<file path="config.mk">
export PLATFORM = sky130hd
export DESIGN_NAME = data_memory_dump
export DESIGN_NICKNAME = d
export VERILOG_FILES = /design/src/rtl/data_memory_dump_pkg.sv /design/src/rtl/data_memory_dump.sv
export SDC_FILE = /design/constraint.sdc
export NUM_CORES = 1
export LEC_CHECK = 0
export ABC_AREA = 1
export BUFFER_PORTS_ARGS = -buffer_cell sky130_fd_sc_hd__buf_2
export CAP_MARGIN = 20
export CORE_MARGIN = 2
export CORE_UTILIZATION = 53
export DETAILED_ROUTE_END_ITERATION = 8
export PLACE_DENSITY = 0.79
export SLEW_MARGIN = 30
export SYNTH_ARGS = -nofsm -noshare
export SYNTH_HDL_FRONTEND = slang
export SYNTH_SLANG_ARGS = --single-unit
</file>
<file path="constraint.sdc">
create_clock -name i_clk -period 2.7 [get_ports i_clk]
set_input_delay 0.675 -clock i_clk [delete_from_list [all_inputs] [get_ports i_clk]]
set_output_delay 0.675 -clock i_clk [all_outputs]
set_load 0.02 [all_outputs]
</file>
<file path="src/rtl/data_memory_dump_pkg.sv">
// Shared debug-unit definitions: dump/command FSM state encodings and word/byte sizing helpers.
package data_memory_dump_pkg;

  typedef enum logic [2:0] {
    ST_IDLE = 3'd0,
    ST_READ = 3'd1,
    ST_SEND = 3'd2,
    ST_WAIT = 3'd3,
    ST_NEXT = 3'd4,
    ST_DONE = 3'd5
  } dump_state_e;

  localparam int DEFAULT_DATA_WIDTH = 32;
  localparam int DEFAULT_BYTE_WIDTH = 8;
  localparam int BYTES_PER_WORD     = DEFAULT_DATA_WIDTH / DEFAULT_BYTE_WIDTH;

  function automatic int bytes_per_word(input int data_width, input int byte_width);
    return data_width / byte_width;
  endfunction

  // A single-byte word still needs a 1-bit index so the register has a legal width.
  function automatic int byte_idx_width(input int n_bytes);
    return (n_bytes > 1) ? $clog2(n_bytes) : 1;
  endfunction

endpackage

</file>
<file path="src/rtl/data_memory_dump.sv">
// Debug memory dump: walks data memory words 0..N_WORDS-1 and streams each word
// LSB-first, one byte per transmitter handshake. Pipeline must be halted while busy.
module data_memory_dump
  import data_memory_dump_pkg::*;
#(
  parameter int DATA_WIDTH = 32,
  parameter int ADDR_WIDTH = 32,
  parameter int BYTE_WIDTH = 8,
  parameter int N_WORDS    = 1024
) (
  input  logic                  i_clk,
  input  logic                  i_reset,
  input  logic                  i_start,
  input  logic [DATA_WIDTH-1:0] i_read_data,
  input  logic                  i_tx_done,
  output logic [ADDR_WIDTH-1:0] o_mem_address,
  output logic                  o_mem_valid,
  output logic                  o_mem_read_enable,
  output logic                  o_mem_write_enable,
  output logic [BYTE_WIDTH-1:0] o_tx_data,
  output logic                  o_tx_start,
  output logic                  o_busy,
  output logic                  o_done
);

  localparam int                    BPW       = bytes_per_word(DATA_WIDTH, BYTE_WIDTH);
  localparam int                    IDX_W     = byte_idx_width(BPW);
  localparam logic [IDX_W-1:0]      LAST_BYTE = IDX_W'(BPW - 1);
  localparam logic [ADDR_WIDTH-1:0] LAST_ADDR = ADDR_WIDTH'(N_WORDS - 1);

  dump_state_e           state_r;
  dump_state_e           next_state_s;
  logic [ADDR_WIDTH-1:0] addr_r;
  logic [IDX_W-1:0]      byte_idx_r;
  logic [DATA_WIDTH-1:0] word_r;
  logic [BYTE_WIDTH-1:0] tx_byte_s;

  assign tx_byte_s = word_r[int'(byte_idx_r) * BYTE_WIDTH +: BYTE_WIDTH];

  // State register plus the address/byte cursor and captured word.
  always_ff @(posedge i_clk or posedge i_reset) begin
    if (i_reset) begin
      state_r    <= ST_IDLE;
      addr_r     <= '0;
      byte_idx_r <= '0;
      word_r     <= '0;
    end else begin
      state_r <= next_state_s;
      case (state_r)
        ST_READ: word_r <= i_read_data;
        ST_NEXT: begin
          if (byte_idx_r < LAST_BYTE) begin
            byte_idx_r <= byte_idx_r + IDX_W'(1);
          end else if (addr_r < LAST_ADDR) begin
            addr_r     <= addr_r + ADDR_WIDTH'(1);
            byte_idx_r <= '0;
          end else begin
            byte_idx_r <= byte_idx_r;
          end
        end
        ST_DONE: begin
          addr_r     <= '0;
          byte_idx_r <= '0;
        end
        default: begin
          word_r <= word_r;
        end
      endcase
    end
  end

  // Next-state decode; i_start and i_tx_done only matter in IDLE and WAIT respectively.
  always_comb begin
    next_state_s = state_r;
    case (state_r)
      ST_IDLE: begin
        if (i_start) next_state_s = ST_READ;
        else         next_state_s = ST_IDLE;
      end
      ST_READ: next_state_s = ST_SEND;
      ST_SEND: next_state_s = ST_WAIT;
      ST_WAIT: begin
        if (i_tx_done) next_state_s = ST_NEXT;
        else           next_state_s = ST_WAIT;
      end
      ST_NEXT: begin
        if (byte_idx_r < LAST_BYTE)  next_state_s = ST_SEND;
        else if (addr_r < LAST_ADDR) next_state_s = ST_READ;
        else                         next_state_s = ST_DONE;
      end
      ST_DONE: next_state_s = ST_IDLE;
      default: next_state_s = ST_IDLE;
    endcase
  end

  // Moore output decode from state and registers only.
  always_comb begin
    o_mem_address      = addr_r;
    o_mem_valid        = 1'b0;
    o_mem_read_enable  = 1'b0;
    o_mem_write_enable = 1'b0;
    o_tx_data          = '0;
    o_tx_start         = 1'b0;
    o_busy             = (state_r != ST_IDLE);
    o_done             = 1'b0;
    case (state_r)
      ST_READ: begin
        o_mem_valid       = 1'b1;
        o_mem_read_enable = 1'b1;
      end
      ST_SEND: begin
        o_tx_start = 1'b1;
        o_tx_data  = tx_byte_s;
      end
      ST_WAIT: o_tx_data = tx_byte_s;
      ST_DONE: o_done = 1'b1;
      default: o_tx_start = 1'b0;
    endcase
  end

endmodule
</file>
==> impl_metrics.env <==
export IMPL_final_weighted_congestion_in_routability_driven_placement=0.8589
export IMPL_worstPathBufferInverterCount=2
export IMPL_register_area_um2=1727
export IMPL_hpwl_after_detailed_placement_um=5123
export IMPL_dominantRegCellSynth="sky130_fd_sc_hd__dfrtp_1"
export IMPL_tritoncts_clock_tree="done"
export IMPL_synth_top_cell_by_area="sky130_fd_sc_hd__dfrtp_1"
export IMPL_top_level_ports=82
export IMPL_clock_skew_final_ns=0.01084
export IMPL_critPathLaunchType="flip-flop"
export IMPL_leakagePower_nw=2.274
export IMPL_antenna_cells_inserted=0
export IMPL_grt_pass1_vias=2559
export IMPL_timing_rr_start="state_r[1]"
export IMPL_worst_ep_arrival_time_ns=1.75
export IMPL_r2r_cells=5
export IMPL_post_cts_setup_buffer_count=0
export IMPL_critical_path_max_stage_delay_ns=0.56
export IMPL_multi_input_area_um2=1240
export IMPL_dr_first_iter_drc_count=155
export IMPL_worstPathMaxFanout=11
export IMPL_wl_per_cell_um=13.39
export IMPL_slew_viol_final=0
export IMPL_fin_crit_sh_pct=89.66
export IMPL_gr_usage_all_layers_pct=23.24
export IMPL_detail_route_antenna_nets=0
export IMPL_port_buffers=80
export IMPL_pre_cts_ws_ns=0.6633
export IMPL_std_cell_rows=28
export IMPL_report_final_hold_viol_count=0
export IMPL_synth_cell_type_count=28
export IMPL_worst_pin_slew_ns=0.5746
export IMPL_dr_total_vias=2833
export IMPL_cpLargestDelayFamily="flip-flops"
export IMPL_die_x_um=82.20
export IMPL_drtPass1Iterations=4
export IMPL_synth_net_count=440
export IMPL_number_of_flops_mapped_to_enable_cells_by_yosys=0
export IMPL_clk_pin_slew_ns=0.08
export IMPL_cellPowerDensity_nw_per_um2=986.5
export IMPL_total_wirelength_of_the_detailed_routed_design_um=7496
export IMPL_worst_setup_path_end_kind="output pin"
export IMPL_status="completed"
export IMPL_worstHoldPathType="in -> async"
export IMPL_worst_slack_ns=0.2791
export IMPL_slowest_stage="sky130_fd_sc_hd__dfrtp_1"
export IMPL_grt_setup_unrepaired="false"
export IMPL_synth_avg_cell_area_um2=8.061
export IMPL_ys_seq_area_share_pct=53.28
export IMPL_cts_resized_gates=0
export IMPL_final_period_minus_worst_setup_slack_ns=2.421
export IMPL_tritoncts_num_sinks=69
export IMPL_final_cells=560
export IMPL_fillerInstances=523
export IMPL_area_growth_syn_to_layout_pct=20.89
export IMPL_drv_cap=0
export IMPL_vias_per_cell=5.059
export IMPL_finalSetupTns_ns=0
export IMPL_synth_largest_type_area_fraction_pct=53.28
export IMPL_insertion_delay_ns=0.35
export IMPL_grt_first_pass_wirelength_um=11720
export IMPL_ctsHtreeMaxLevel=3
export IMPL_dpl_cell_count=544
export IMPL_synth_async_reset_ratio_pct=100.0
export IMPL_path_class="reg -> out"
export IMPL_syn_area_um2=3241
export IMPL_final_layout_size_suffix_gt1_share_pct=24.12
export IMPL_clockRootBuffer="sky130_fd_sc_hd__clkbuf_8"
export IMPL_setup_viol=0
export IMPL_crit_path_cell_trace="inv_1, nor2_1, o21ai_0, a21oi_1, buf_2"
export IMPL_max_slew_margin_rel_pct=61.64
export IMPL_worstReg2RegEnd="word_r[0]"
export IMPL_ff2ff_setup_slack_ns=0.81
export IMPL_count_of_hold_buffers_inserted_by_post_cts_repair=0
export IMPL_critical_path_required_ns=2.03
export IMPL_totalPowerFinal_mw=3.864
export IMPL_clock_fmax_mhz=413.1
export IMPL_grt_remaining_overflow=0
export IMPL_syn_instance_count=402
export IMPL_synth_top_cells_by_area="sky130_fd_sc_hd__dfrtp_1 53%, sky130_fd_sc_hd__nand2_1 15%, sky130_fd_sc_hd__nor2_1 5.2%, sky130_fd_sc_hd__inv_1 5.0%, sky130_fd_sc_hd__o21ai_0 4.3%"
export IMPL_buffer_depth_of_the_longest_clock_path=2
export IMPL_total_die_area_um2=6756
export IMPL_yosysWarnings=0
export IMPL_drt_drc_violations_left=0
export IMPL_die_h_um=82.20
export IMPL_floorplan_core_area_um2=5921
export IMPL_layout_nets=518
export IMPL_num_cts_buffers=9
export IMPL_grt_max_degree=44
export IMPL_flops_latches_synth=69
export IMPL_ir_drop_mv=0.6521
export IMPL_initial_core_util_pct=54.73
export IMPL_grt_antenna_before_repair=0
-- logic make-up after synthesis --
kind of cell | after synthesis | share of synthesized area [%]
AND/OR/NAND/NOR | 214 | 28.07
flip-flops | 69 | 53.28
buffers and inverters | 63 | 8.648
AO/OA/AOI/OAI | 46 | 7.220
XOR/XNOR | 7 | 1.892
adder cells (fa/ha/maj) | 2 | 0.7721
other | 1 | 0.1157
-- per-stage QoR --
| step | util (%) | instance area, um2 | hold WS [ns] |
|---|---|---|---|
| final | 66.17 | 3918 | 0.3753 |
| after global placement | 62.02 | 3672 | 0.4496 |
| after CTS | 66.17 | 3918 | 0.3951 |
| after detailed placement | 62.02 | 3672 | 0.4537 |
| after global routing | 66.17 | 3918 | 0.4179 |
| after floorplan | - | 3241 | 0.4366 |
-- cells in the mapped netlist (3+ instances only) --
master and number:
sky130_fd_sc_hd__nor2_1 45, sky130_fd_sc_hd__nand4_1 3, sky130_fd_sc_hd__inv_2 4, sky130_fd_sc_hd__nor2_2 5, sky130_fd_sc_hd__nand3_1 18, sky130_fd_sc_hd__nand3_2 3, sky130_fd_sc_hd__dfrtp_1 69, sky130_fd_sc_hd__clkbuf_1 8
sky130_fd_sc_hd__xor2_1 5, sky130_fd_sc_hd__nand2_1 131, sky130_fd_sc_hd__buf_6 3, sky130_fd_sc_hd__inv_1 43, sky130_fd_sc_hd__o21ai_0 28, sky130_fd_sc_hd__a21oi_1 17
-- report_power, final --
part           switching (mW)  internal (mW)
Sequential              0.222           1.31
Clock                   0.414          0.620
Combinational           0.876          0.417
Total                    1.51           2.35
-- registers in the layout, indices dropped and copies added (netlist names) --
name           flops
word_r            32
state_r            3
byte_idx_r         2
o_mem_address     32
-- cell type report --
type | count | share of cell area [%]
well taps | 75 | 2.395
repair buffers | 83 | 11.11
inverters | 47 | 4.503
clock inverters | 7 | 3.098
clock buffers | 9 | 3.162
flip-flops and latches | 69 | 44.08
multi-input cells | 270 | 31.65
-- worst max-delay path by stage --
stage	from	endpoint	slack [ns]	depth (start not counted)
global placement	byte_idx_r[1]	o_tx_data[2]	0.68	5
global route	byte_idx_r[0]	o_tx_data[7]	0.13	5
CTS	byte_idx_r[1]	o_tx_data[2]	0.29	5
finish	byte_idx_r[1]	o_tx_data[3]	0.28	5
floorplan	i_reset	byte_idx_r[0]	0.29	1
detailed placement	byte_idx_r[1]	o_tx_data[2]	0.66	5
-- placed cells by master, fill, tap and decap left out, drive strengths merged --
| cell type | n |
|---|---|
| ha | 2 |
| nand2 | 134 |
| inv | 49 |
| o21ai | 28 |
| dfrtp | 69 |
| a21oi | 17 |
| o2111ai | 1 |
| nor3 | 4 |
| clkinv | 2 |
| xor2 | 5 |
| nor2 | 50 |
| nand4 | 3 |
| buf | 83 |
| xnor2 | 2 |
| or2 | 1 |
| clkbuf | 9 |
| nand3b | 1 |
| conb | 1 |
| bufinv | 3 |
| nand3 | 21 |
-- per-layer routing --
layer	up-vias	part of all wire, %	wire (um)	global-route usage, %
li1	1396	-	-	-
met1	1341	47	3521	32.88
met2	86	46	3466	34.68
met3	10	5.2	392	4.239
met4	0	1.5	115	10.83
met5	-	0	0	0
-- worst reg2reg max path, cell delays in order, from the launching register on --
cell and delay (ns):
sky130_fd_sc_hd__dfrtp_1 0.45, sky130_fd_sc_hd__nor3_4 0.42, sky130_fd_sc_hd__buf_4 0.41, sky130_fd_sc_hd__inv_2 0.28, sky130_fd_sc_hd__nand2_1 0.16, sky130_fd_sc_hd__nand2_1 0.05
No activity file was read; power rests on OpenSTA's default activity.
